===== config.mk =====
export PLATFORM = sky130hd
export DESIGN_NAME = stim_pulse_scheduler
export DESIGN_NICKNAME = d
export VERILOG_FILES = /design/src/rtl/stim_pulse_scheduler.sv
export SDC_FILE = /design/constraint.sdc
export NUM_CORES = 1
export LEC_CHECK = 0
export BUFFER_PORTS_ARGS = -buffer_cell sky130_fd_sc_hd__buf_2
export CAP_MARGIN = 15
export CORE_MARGIN = 2
export CORE_UTILIZATION = 30
export DETAILED_ROUTE_END_ITERATION = 10
export GPL_TIMING_DRIVEN = 1
export PLACE_DENSITY = 0.44
export SYNTH_ARGS = -nofsm -noshare
export SYNTH_HDL_FRONTEND = slang
export SYNTH_SLANG_ARGS = --single-unit

===== constraint.sdc =====
create_clock -name CLK -period 5 [get_ports CLK]
set_input_delay 0.5 -clock CLK [delete_from_list [all_inputs] [get_ports CLK]]
set_output_delay 0.5 -clock CLK [all_outputs]
set_load 0.1 [all_outputs]

===== src/rtl/stim_pulse_scheduler.sv =====
`default_nettype none
// ============================================================================
// Module      : stim_pulse_scheduler
// Description : Tick-counted biphasic pulse scheduler (REST/ANO/IPD/CAT) that
//               drives the H-bridge channel selects and current DAC magnitude.
// Revision    : 1.0 - initial release
// ============================================================================
module stim_pulse_scheduler #(
    parameter int CNT_W = 16,
    parameter int MAG_W = 5,
    parameter int NP_W  = 8
) (
    input  logic             CLK,
    input  logic             RST,
    input  logic             START,
    input  logic             STOP,
    input  logic [CNT_W-1:0] T_REST,
    input  logic [CNT_W-1:0] T_ANO,
    input  logic [CNT_W-1:0] T_IPD,
    input  logic [CNT_W-1:0] T_CAT,
    input  logic [2:0]       CH_ANO,
    input  logic [2:0]       CH_CAT,
    input  logic             SWEEP_EN,
    input  logic             RAMP_EN,
    input  logic [MAG_W-1:0] MAG_TGT,
    input  logic [NP_W-1:0]  N_PULSES,
    output logic             EN_ST,
    output logic [MAG_W-1:0] MAG_ST,
    output logic [2:0]       ChSel_HS,
    output logic [2:0]       ChSel_LS,
    output logic             BUSY,
    output logic             DONE
);

    typedef enum logic [2:0] {
        S_IDLE = 3'd0,
        S_REST = 3'd1,
        S_ANO  = 3'd2,
        S_IPD  = 3'd3,
        S_CAT  = 3'd4
    } state_t;

    localparam logic [CNT_W-1:0] c_cnt_one = CNT_W'(1);
    localparam logic [MAG_W-1:0] c_mag_one = MAG_W'(1);
    localparam logic [NP_W-1:0]  c_np_one  = NP_W'(1);

    state_t           r_state, w_state_nxt;
    logic [CNT_W-1:0] r_timer, w_timer_nxt;
    logic [NP_W-1:0]  r_cnt, w_cnt_nxt, w_cnt_inc;
    logic [1:0]       r_idx, w_idx_nxt;
    logic             r_stop_pend, w_pend_nxt;
    logic [MAG_W-1:0] r_mag, w_mag_nxt;
    logic             w_cap, w_done_nxt, w_en_nxt, w_ramp_step;
    logic [2:0]       w_hs_nxt, w_ls_nxt, w_ano, w_cat;
    logic             r_en, r_busy, r_done;
    logic [2:0]       r_hs, r_ls;

    // Shadow copy of the configuration, frozen for the whole train
    logic [CNT_W-1:0] r_t_rest, r_t_ano, r_t_ipd, r_t_cat;
    logic [2:0]       r_ch_ano, r_ch_cat;
    logic             r_sweep, r_ramp;
    logic [MAG_W-1:0] r_mag_tgt;
    logic [NP_W-1:0]  r_n_pulses;

    // Phase timer load value: a zero duration still lasts one cycle
    function automatic logic [CNT_W-1:0] f_load(input logic [CNT_W-1:0] t);
        return (t == '0) ? '0 : t - c_cnt_one;
    endfunction

    assign w_cnt_inc   = (r_cnt == '1) ? r_cnt : r_cnt + c_np_one;
    assign w_ramp_step = !r_sweep || (r_idx == 2'd3);
    assign w_ano       = r_sweep ? {w_idx_nxt, 1'b0} : r_ch_ano;
    assign w_cat       = r_sweep ? {w_idx_nxt, 1'b1} : r_ch_cat;

    always_comb begin
        w_state_nxt = r_state;
        w_timer_nxt = (r_timer == '0) ? r_timer : r_timer - c_cnt_one;
        w_cnt_nxt   = r_cnt;
        w_idx_nxt   = r_idx;
        w_pend_nxt  = r_stop_pend;
        w_mag_nxt   = r_mag;
        w_cap       = 1'b0;
        w_done_nxt  = 1'b0;
        w_en_nxt    = 1'b0;
        w_hs_nxt    = 3'd0;
        w_ls_nxt    = 3'd0;

        case (r_state)
            S_IDLE: begin
                if (START && !STOP) begin
                    w_state_nxt = S_REST;
                    w_timer_nxt = f_load(T_REST);
                    w_cnt_nxt   = '0;
                    w_idx_nxt   = 2'd0;
                    w_pend_nxt  = 1'b0;
                    w_mag_nxt   = RAMP_EN ? c_mag_one : MAG_TGT;
                    w_cap       = 1'b1;
                end
            end
            S_REST: begin
                if (STOP) begin
                    w_state_nxt = S_IDLE;
                    w_timer_nxt = '0;
                    w_done_nxt  = 1'b1;
                end else if (r_timer == '0) begin
                    w_state_nxt = S_ANO;
                    w_timer_nxt = f_load(r_t_ano);
                end
            end
            S_ANO: begin
                if (STOP) w_pend_nxt = 1'b1;
                if (r_timer == '0) begin
                    w_state_nxt = S_IPD;
                    w_timer_nxt = f_load(r_t_ipd);
                end
            end
            S_IPD: begin
                if (STOP) w_pend_nxt = 1'b1;
                if (r_timer == '0) begin
                    w_state_nxt = S_CAT;
                    w_timer_nxt = f_load(r_t_cat);
                end
            end
            S_CAT: begin
                if (STOP) w_pend_nxt = 1'b1;
                if (r_timer == '0) begin
                    w_cnt_nxt = w_cnt_inc;
                    if (r_sweep) w_idx_nxt = r_idx + 2'd1;
                    if (r_ramp && w_ramp_step && (r_mag < r_mag_tgt))
                        w_mag_nxt = r_mag + c_mag_one;
                    // A STOP arriving on the final CAT cycle also ends the train
                    if (r_stop_pend || STOP ||
                        ((r_n_pulses != '0) && (w_cnt_inc == r_n_pulses))) begin
                        w_state_nxt = S_IDLE;
                        w_timer_nxt = '0;
                        w_done_nxt  = 1'b1;
                        w_pend_nxt  = 1'b0;
                    end else begin
                        w_state_nxt = S_REST;
                        w_timer_nxt = f_load(r_t_rest);
                    end
                end
            end
            default: begin
                w_state_nxt = S_IDLE;
                w_timer_nxt = '0;
            end
        endcase

        case (w_state_nxt)
            S_ANO: begin
                w_en_nxt = 1'b1;
                w_hs_nxt = w_ano;
                w_ls_nxt = w_cat;
            end
            S_IPD: begin
                w_hs_nxt = w_ano;
                w_ls_nxt = w_cat;
            end
            S_CAT: begin
                w_en_nxt = 1'b1;
                w_hs_nxt = w_cat;
                w_ls_nxt = w_ano;
            end
            default: ;
        endcase
    end

    always_ff @(posedge CLK or posedge RST) begin
        if (RST) begin
            r_state     <= S_IDLE;
            r_timer     <= '0;
            r_cnt       <= '0;
            r_idx       <= 2'd0;
            r_stop_pend <= 1'b0;
            r_mag       <= '0;
            r_en        <= 1'b0;
            r_hs        <= 3'd0;
            r_ls        <= 3'd0;
            r_busy      <= 1'b0;
            r_done      <= 1'b0;
            r_t_rest    <= '0;
            r_t_ano     <= '0;
            r_t_ipd     <= '0;
            r_t_cat     <= '0;
            r_ch_ano    <= 3'd0;
            r_ch_cat    <= 3'd0;
            r_sweep     <= 1'b0;
            r_ramp      <= 1'b0;
            r_mag_tgt   <= '0;
            r_n_pulses  <= '0;
        end else begin
            r_state     <= w_state_nxt;
            r_timer     <= w_timer_nxt;
            r_cnt       <= w_cnt_nxt;
            r_idx       <= w_idx_nxt;
            r_stop_pend <= w_pend_nxt;
            r_mag       <= w_mag_nxt;
            r_en        <= w_en_nxt;
            r_hs        <= w_hs_nxt;
            r_ls        <= w_ls_nxt;
            r_busy      <= (w_state_nxt != S_IDLE);
            r_done      <= w_done_nxt;
            if (w_cap) begin
                r_t_rest   <= T_REST;
                r_t_ano    <= T_ANO;
                r_t_ipd    <= T_IPD;
                r_t_cat    <= T_CAT;
                r_ch_ano   <= CH_ANO;
                r_ch_cat   <= CH_CAT;
                r_sweep    <= SWEEP_EN;
                r_ramp     <= RAMP_EN;
                r_mag_tgt  <= MAG_TGT;
                r_n_pulses <= N_PULSES;
            end
        end
    end

    assign EN_ST    = r_en;
    assign MAG_ST   = r_mag;
    assign ChSel_HS = r_hs;
    assign ChSel_LS = r_ls;
    assign BUSY     = r_busy;
    assign DONE     = r_done;

endmodule
`default_nettype wire


# After elaboration in Yosys (flattened, before gate mapping)
# Index checks and enable logic that the tools add are counted.
dict set report classes {
  add_sub_neg 9
  order_cmp 1
  n_eq_ne 13
  mux 51
  n_reduce_logical 26
}
# cell count
set ops {}
lappend ops {{$mux 16} 13}
lappend ops {{$logic_not 16->1} 6}
lappend ops {{$sub 16x1->16 const B} 6}
lappend ops {{$pmux 16 s5} 1}
lappend ops {{$mux 3} 8}
lappend ops {{$mux 8} 3}
lappend ops {{$mux 5} 4}
lappend ops {{$pmux 8 s2} 1}
lappend ops {{$pmux 3 s5} 1}
lappend ops {{$eq 3x2->1 const B} 4}
lappend ops {{$pmux 3 s2} 2}
lappend ops {{$mux 1} 11}
lappend ops {{$pmux 5 s2} 1}
lappend ops {{$add 8x1->8 const B} 1}
lappend ops {{$eq 8x8->1} 1}
lappend ops {{$eq 8x8->1 const B} 1}
lappend ops {{$reduce_bool 8->1} 1}
lappend ops {{$eq 3x3->1 const B} 2}
lappend ops {{$mux 2} 3}
lappend ops {{$ne 2x2->1 const B} 3}
lappend ops {{$reduce_bool 3->1} 2}
lappend ops {{$reduce_or 2->1} 3}
lappend ops {{$add 5x1->5 const B} 1}
lappend ops {{$lt 5x5->1} 1}
lappend ops {{other kinds (14)} 20}
dict set report word_totals {
  reg_bits 129
  in_bits 89
  out_inout_bits 14
}

# Logic depth before layout (Yosys ltp)
dict set report logic_depth {
  depth_word 11
  depth_mapped 11
}

# Least setup slack after synthesis
# Ideal clock, no wire load.
dict set report synth_timing {
  kind {register to register}
  start {reg r_mag[1], in the netlist MAG_ST[1]}
  end {reg r_mag[2], in the netlist MAG_ST[2]}
  setup_ns 0.122
  arrival_ns 2.514
  t_required_ns 4.878
  path_slack_ns 2.364
  stages_incl_launch_ff 9
  path_buffers 0
  synth_period_minus_slack_ns 2.636
  cell_sequence {dfrtp_1 > ha_1 > a21o_1 > a21o_1 > a21oi_1 > o21ai_0 > a21boi_2 > o21ai_0 > a22o_1}
}
dict set report synth_between {
  elab_chain_len 4
  elab_cells_between_ends 8
  classes_between {add/sub (1); order compare (1); eq/ne (1); mux (3); reduce/logical (2)}
}
# element line
set synth_rtl {}
lappend synth_rtl {{start, declared} 52} ;# logic [MAG_W-1:0] r_mag, w_mag_nxt;
lappend synth_rtl {{start signal, assigned} 198} ;# r_mag <= w_mag_nxt;
lappend synth_rtl {{$add 5x1->5 / $lt 5x5->1 (equally long branches)} {130, 129}}
lappend synth_rtl {{$mux 5 / $logic_and 1x1->1 (equally long branches)} 129} ;# if (r_ramp && w_ramp_step && (r_mag < r_mag_tgt))
lappend synth_rtl {{$mux 5 / $ne 2x2->1 (equally long branches)} n/a}
lappend synth_rtl {{$pmux 5 s2 / $reduce_and 4->1 (equally long branches)} n/a}
# Several ways; a longest one is shown, not always the timed one. The select of a mux whose other input is x is not followed.
# A chain may end at the register's enable or synchronous reset.

# Worst setup path after layout
dict set report layout_timing {
  start {reg r_cnt[0]}
  end {reg r_timer[5]}
}
dict set report layout_between {
  elab_chain_len 8
  elab_cells_between_ends 9
  classes_between {add/sub (1); eq/ne (2); mux (4); reduce/logical (2)}
}
# element line
set layout_rtl {}
lappend layout_rtl {{start, declared} 49} ;# logic [NP_W-1:0] r_cnt, w_cnt_nxt, w_cnt_inc;
lappend layout_rtl {{start signal, assigned} 195} ;# r_cnt <= w_cnt_nxt;
lappend layout_rtl {{$add 8x1->8 / $eq 8x8->1 (equally long branches)} 70} ;# assign w_cnt_inc = (r_cnt == '1) ? r_cnt : r_cnt + c_np_one;
lappend layout_rtl {{$mux 8 (*)} 70}
lappend layout_rtl {{$eq 8x8->1 (*)} 133} ;# ((r_n_pulses != '0) && (w_cnt_inc == r_n_pulses))) begin
lappend layout_rtl {{$logic_and 1x1->1 (*)} 133}
lappend layout_rtl {{$logic_or 1x1->1 (*)} 132} ;# if (r_stop_pend || STOP ||
lappend layout_rtl {{$mux 16 (*)} 132}
lappend layout_rtl {{$mux 16 (*)} 126} ;# if (r_timer == '0) begin
lappend layout_rtl {{$pmux 16 s5 (*)} 88} ;# case (r_state)
lappend layout_rtl {{named net w_timer_nxt[5]} 48} ;# logic [CNT_W-1:0] r_timer, w_timer_nxt;
lappend layout_rtl {{end signal, assigned} 194} ;# r_timer <= w_timer_nxt;
lappend layout_rtl {{end, declared} 48}
# The timed path passes the listed nets; every way through them passes the cells marked *.

==> results <==
- The run finished with clean final reports.
- Setup repair after global routing left no endpoint under its margin.
- The full die area is between 0.02 and 0.03 mm².
- The detailed placer's ending HPWL is approximately 19000 µm.
- The total count of max-transition violations in the final report is 0.
- The number of global-route vias before repair is ~7500.
- The number of nets still failing antenna checks after routing is 0.
- The worst setup path is launched from a flip-flop.
- Setup violations remaining at the end of the flow were counted as 0.
- The insertion delay to the later sink of the worst-skew pair is about 430 ps.
- The total nets after synthesis is ~1100.
- Data on the critical path is required at its endpoint by 5300 ps.
- The TritonCTS clock tree is yes.
- The average via count per standard cell is 5.21.
- For this run, asynchronously set or reset flops after synthesis account for 1.00.
- The power density over the cells is 335 mW/mm².
- In this run, distinct cell masters in the synthesized netlist total 71.
- The H-tree was split into 4 levels.
- The category of the most critical setup path is reg2reg.
- Including well taps, the total number of placed cells is 1446.
- Measured against its own limit, the worst slew margin works out to 0.293.
- The tightest min-delay check is of the in2reg type.
- In the final layout, the share of cells above drive strength 1 is 0.148.
- Dividing the synthesized area by the synthesized cell count gives 7.90 µm².
- The top cell type by total area after synthesis is dfrtp_1.
- In this run, post-CTS hold repair placed 0 buffers.
- The overall global routing resource usage is 0.190.
- The sum of negative setup slack is 0 ps.
- The pre-antenna-repair detailed-routing pass consisted of 5 iterations.
- After technology mapping, the gate count stands at 1038.
- The total of flip-flops plus latches after synthesis is 129.
- The relative area change from synthesis to final layout is 17.3%.
- The proportion of synthesized chip area in sequential cells is 0.394.
- Sorting the synthesized cells by area gives the leading types as dfrtp_1 (39%), nand2_1 (14%), xnor2_1 (4.3%).
- The net count reported at finish is roughly 1200.
- The warning count from the yosys run is 0.
- STA classifies the critical path endpoint as a flip-flop.
- Entering global routing, the biggest net connects slightly below 80 pins.
- The commonest register cell after synthesis is dfrtp_1.
- The number of sinks driven by the clock tree is 129.
- The violation count after the first detailed-route iteration is 497.
- The number of antenna violations at the first check in global routing is 1.
- The core region is between 0.02 and 0.03 mm².
- Routability-driven placement finished with a final weighted congestion of 0.880.
- Counting along the longest clock path gives a buffer depth of 2.
- The final hold violation count came to 0.
- The count of non-filler cells in the finished layout is about 1500.
- The floorplan die width is approximately 170 µm.
- The detailed router placed 7694 vias in this run.
- The overflow left after global routing is 0.
- The leakage power is 4.27 nW.
- The count of buffers inserted at the top-level ports is approximately 100.
- The I/O pin total is 103.
- 0 antenna diodes ended up in the layout.
- Counting flops with a built-in enable in the synthesized netlist gives 0.
- The peak fanout along the critical path is 12.
- The initial cell density of the core is 0.305.
- After layout, the design draws a total of ~3.2 mW.
- The average detailed-routed wire length per instance is 17.8 µm.
- The residual DRC count is 0.
- Counting the buffers created by CTS gives 17.
- The clock arrives with 9.77 ps of skew.
- Clock-pin slew was measured on the worst setup and hold paths at 70 ps.
- The global-route wire length before repair is 42300 µm.
- In this run, post-CTS repair resized a total of 0 instances.
- The cell area after technology mapping is 0.00820 mm².
- The portion of synthesized cell area occupied by the leading cell type is 0.394.
- In the finished design, the share of the clock period the worst path needs comes to 0.660.
- At the pin with the least slew margin, the transition time is 1050 ps.
- The setup fix buffers added after clock tree synthesis is 0.
- In this run the vertical extent of the chip is around 170 µm.
- Across the run, the number of max-cap violations was 0.
- The maximum clock frequency is 303 MHz.
- The routed design has 26300 µm of wire.
- The peak supply drop is 0.000203 V.
- The final period demand of the worst path is 3300 ps.
- The floorplan row count is 60.
- The cell at the root of the clock tree is clkbuf_16.
- For the worst setup path, the data arrival time is 3610 ps.
-- layer usage --
metal	vias to the layer above	part of all wire	GRT usage
met5	-	0	0
li1	3804	-	-
met4	0	0.023	0.0661
met3	33	0.043	0.0280
met1	3668	0.46	0.255
met2	189	0.47	0.311
-- placed cells by master (no fill, tap or decap), drive strengths merged, types with 7 or more instances in the layout --
master and instances:
nor3 35, or4 13, or3 18, nor2 69, clkbuf 18, mux2i 9
nor3b 7, nand2b 8, nand2 298, nor4 22, a31oi 8, dfrtp 129
inv 25, ha 13, xnor2 40, buf 111, a21oi 40, xor2 34
nand4 7, o22ai 20, o21ai 73, nand3b 7, nand3 24
-- registers in the layout, indices dropped and copies added, names as in the netlist --
register and flops:
BUSY 1, ChSel_HS 3, ChSel_LS 3, DONE 1
EN_ST 1, MAG_ST 5, r_ch_ano 3, r_ch_cat 3
r_cnt 8, r_idx 2, r_mag_tgt 5, r_n_pulses 8
r_ramp 1, r_state 3, r_stop_pend 1, r_sweep 1
r_t_ano 16, r_t_cat 16, r_t_ipd 16, r_t_rest 16
r_timer 16
-- per-stage QoR --
stage	cell area, µm²	hold WS (ps)	worst slack (ps)	utilization
after global placement	9030	459	1790	0.336
after detailed placement	9030	460	1730	0.336
after floorplan	8200	438	1060	-
after global routing	9620	252	1410	0.358
after CTS	9620	236	1710	0.358
final	9620	251	1700	0.358
-- final timing paths --
path	cells after the start	endpoint	slack [ps]	from
worst max-delay path	9	r_timer[5]	1700	r_cnt[0]
worst min-delay path	3	r_t_ipd[8]	250	T_IPD[8]
worst max register to register	9	r_timer[5]	1700	r_cnt[0]
worst min register to register	2	r_ramp	470	r_ramp
max in group asynchronous	3	r_t_cat[2]	3660	RST
min in group asynchronous	2	r_ch_ano[1]	300	RST
-- cell type report --
class / instances / area, µm²
well taps: 341 / 427
multi-input cells: 843 / 4710
clock inverters: 14 / 158
repair buffers: 111 / 578
inverters: 22 / 85.1
fillers: 2880 / 17300
flip-flops and latches: 129 / 3230
clock buffers: 18 / 429
-- Yosys cell counts, types with 7 or more instances --
library cell and number:
a21oi_1 40, a31oi_1 8, clkbuf_1 37, dfrtp_1 129
ha_1 13, inv_1 22, mux2i_1 9, nand2_1 298
nand2b_1 8, nand3_1 24, nand3b_1 7, nand4_1 7
nor2_1 68, nor3_1 34, nor4_1 18, o21ai_0 67
o22ai_1 20, or3_1 17, or4_1 11, xnor2_1 40
xor2_1 34
-- where the power goes --
part	total, mW	internal (mW)	switching, mW
logic	0.705	0.261	0.444
registers	1.25	1.14	0.109
clock network	1.27	0.741	0.527
-- worst max-delay path, cell delays in order (launching register included) --
cell	delay (ps)
dfrtp_1	440
ha_1	460
and4_4	320
a21oi_1	70
a311o_1	340
a2111oi_2	290
and4_1	520
a21oi_1	230
o41ai_1	390
nand3_1	120
-- logic make-up after synthesis --
family,share of synthesized area
buf+inv,0.0330
fa+ha+maj,0.0198
xor+xnor,0.0790
mux,0.0124
flops,0.394
compound gates,0.160
simple gates,0.303
Note: power is estimated with default switching activity, not from simulation.
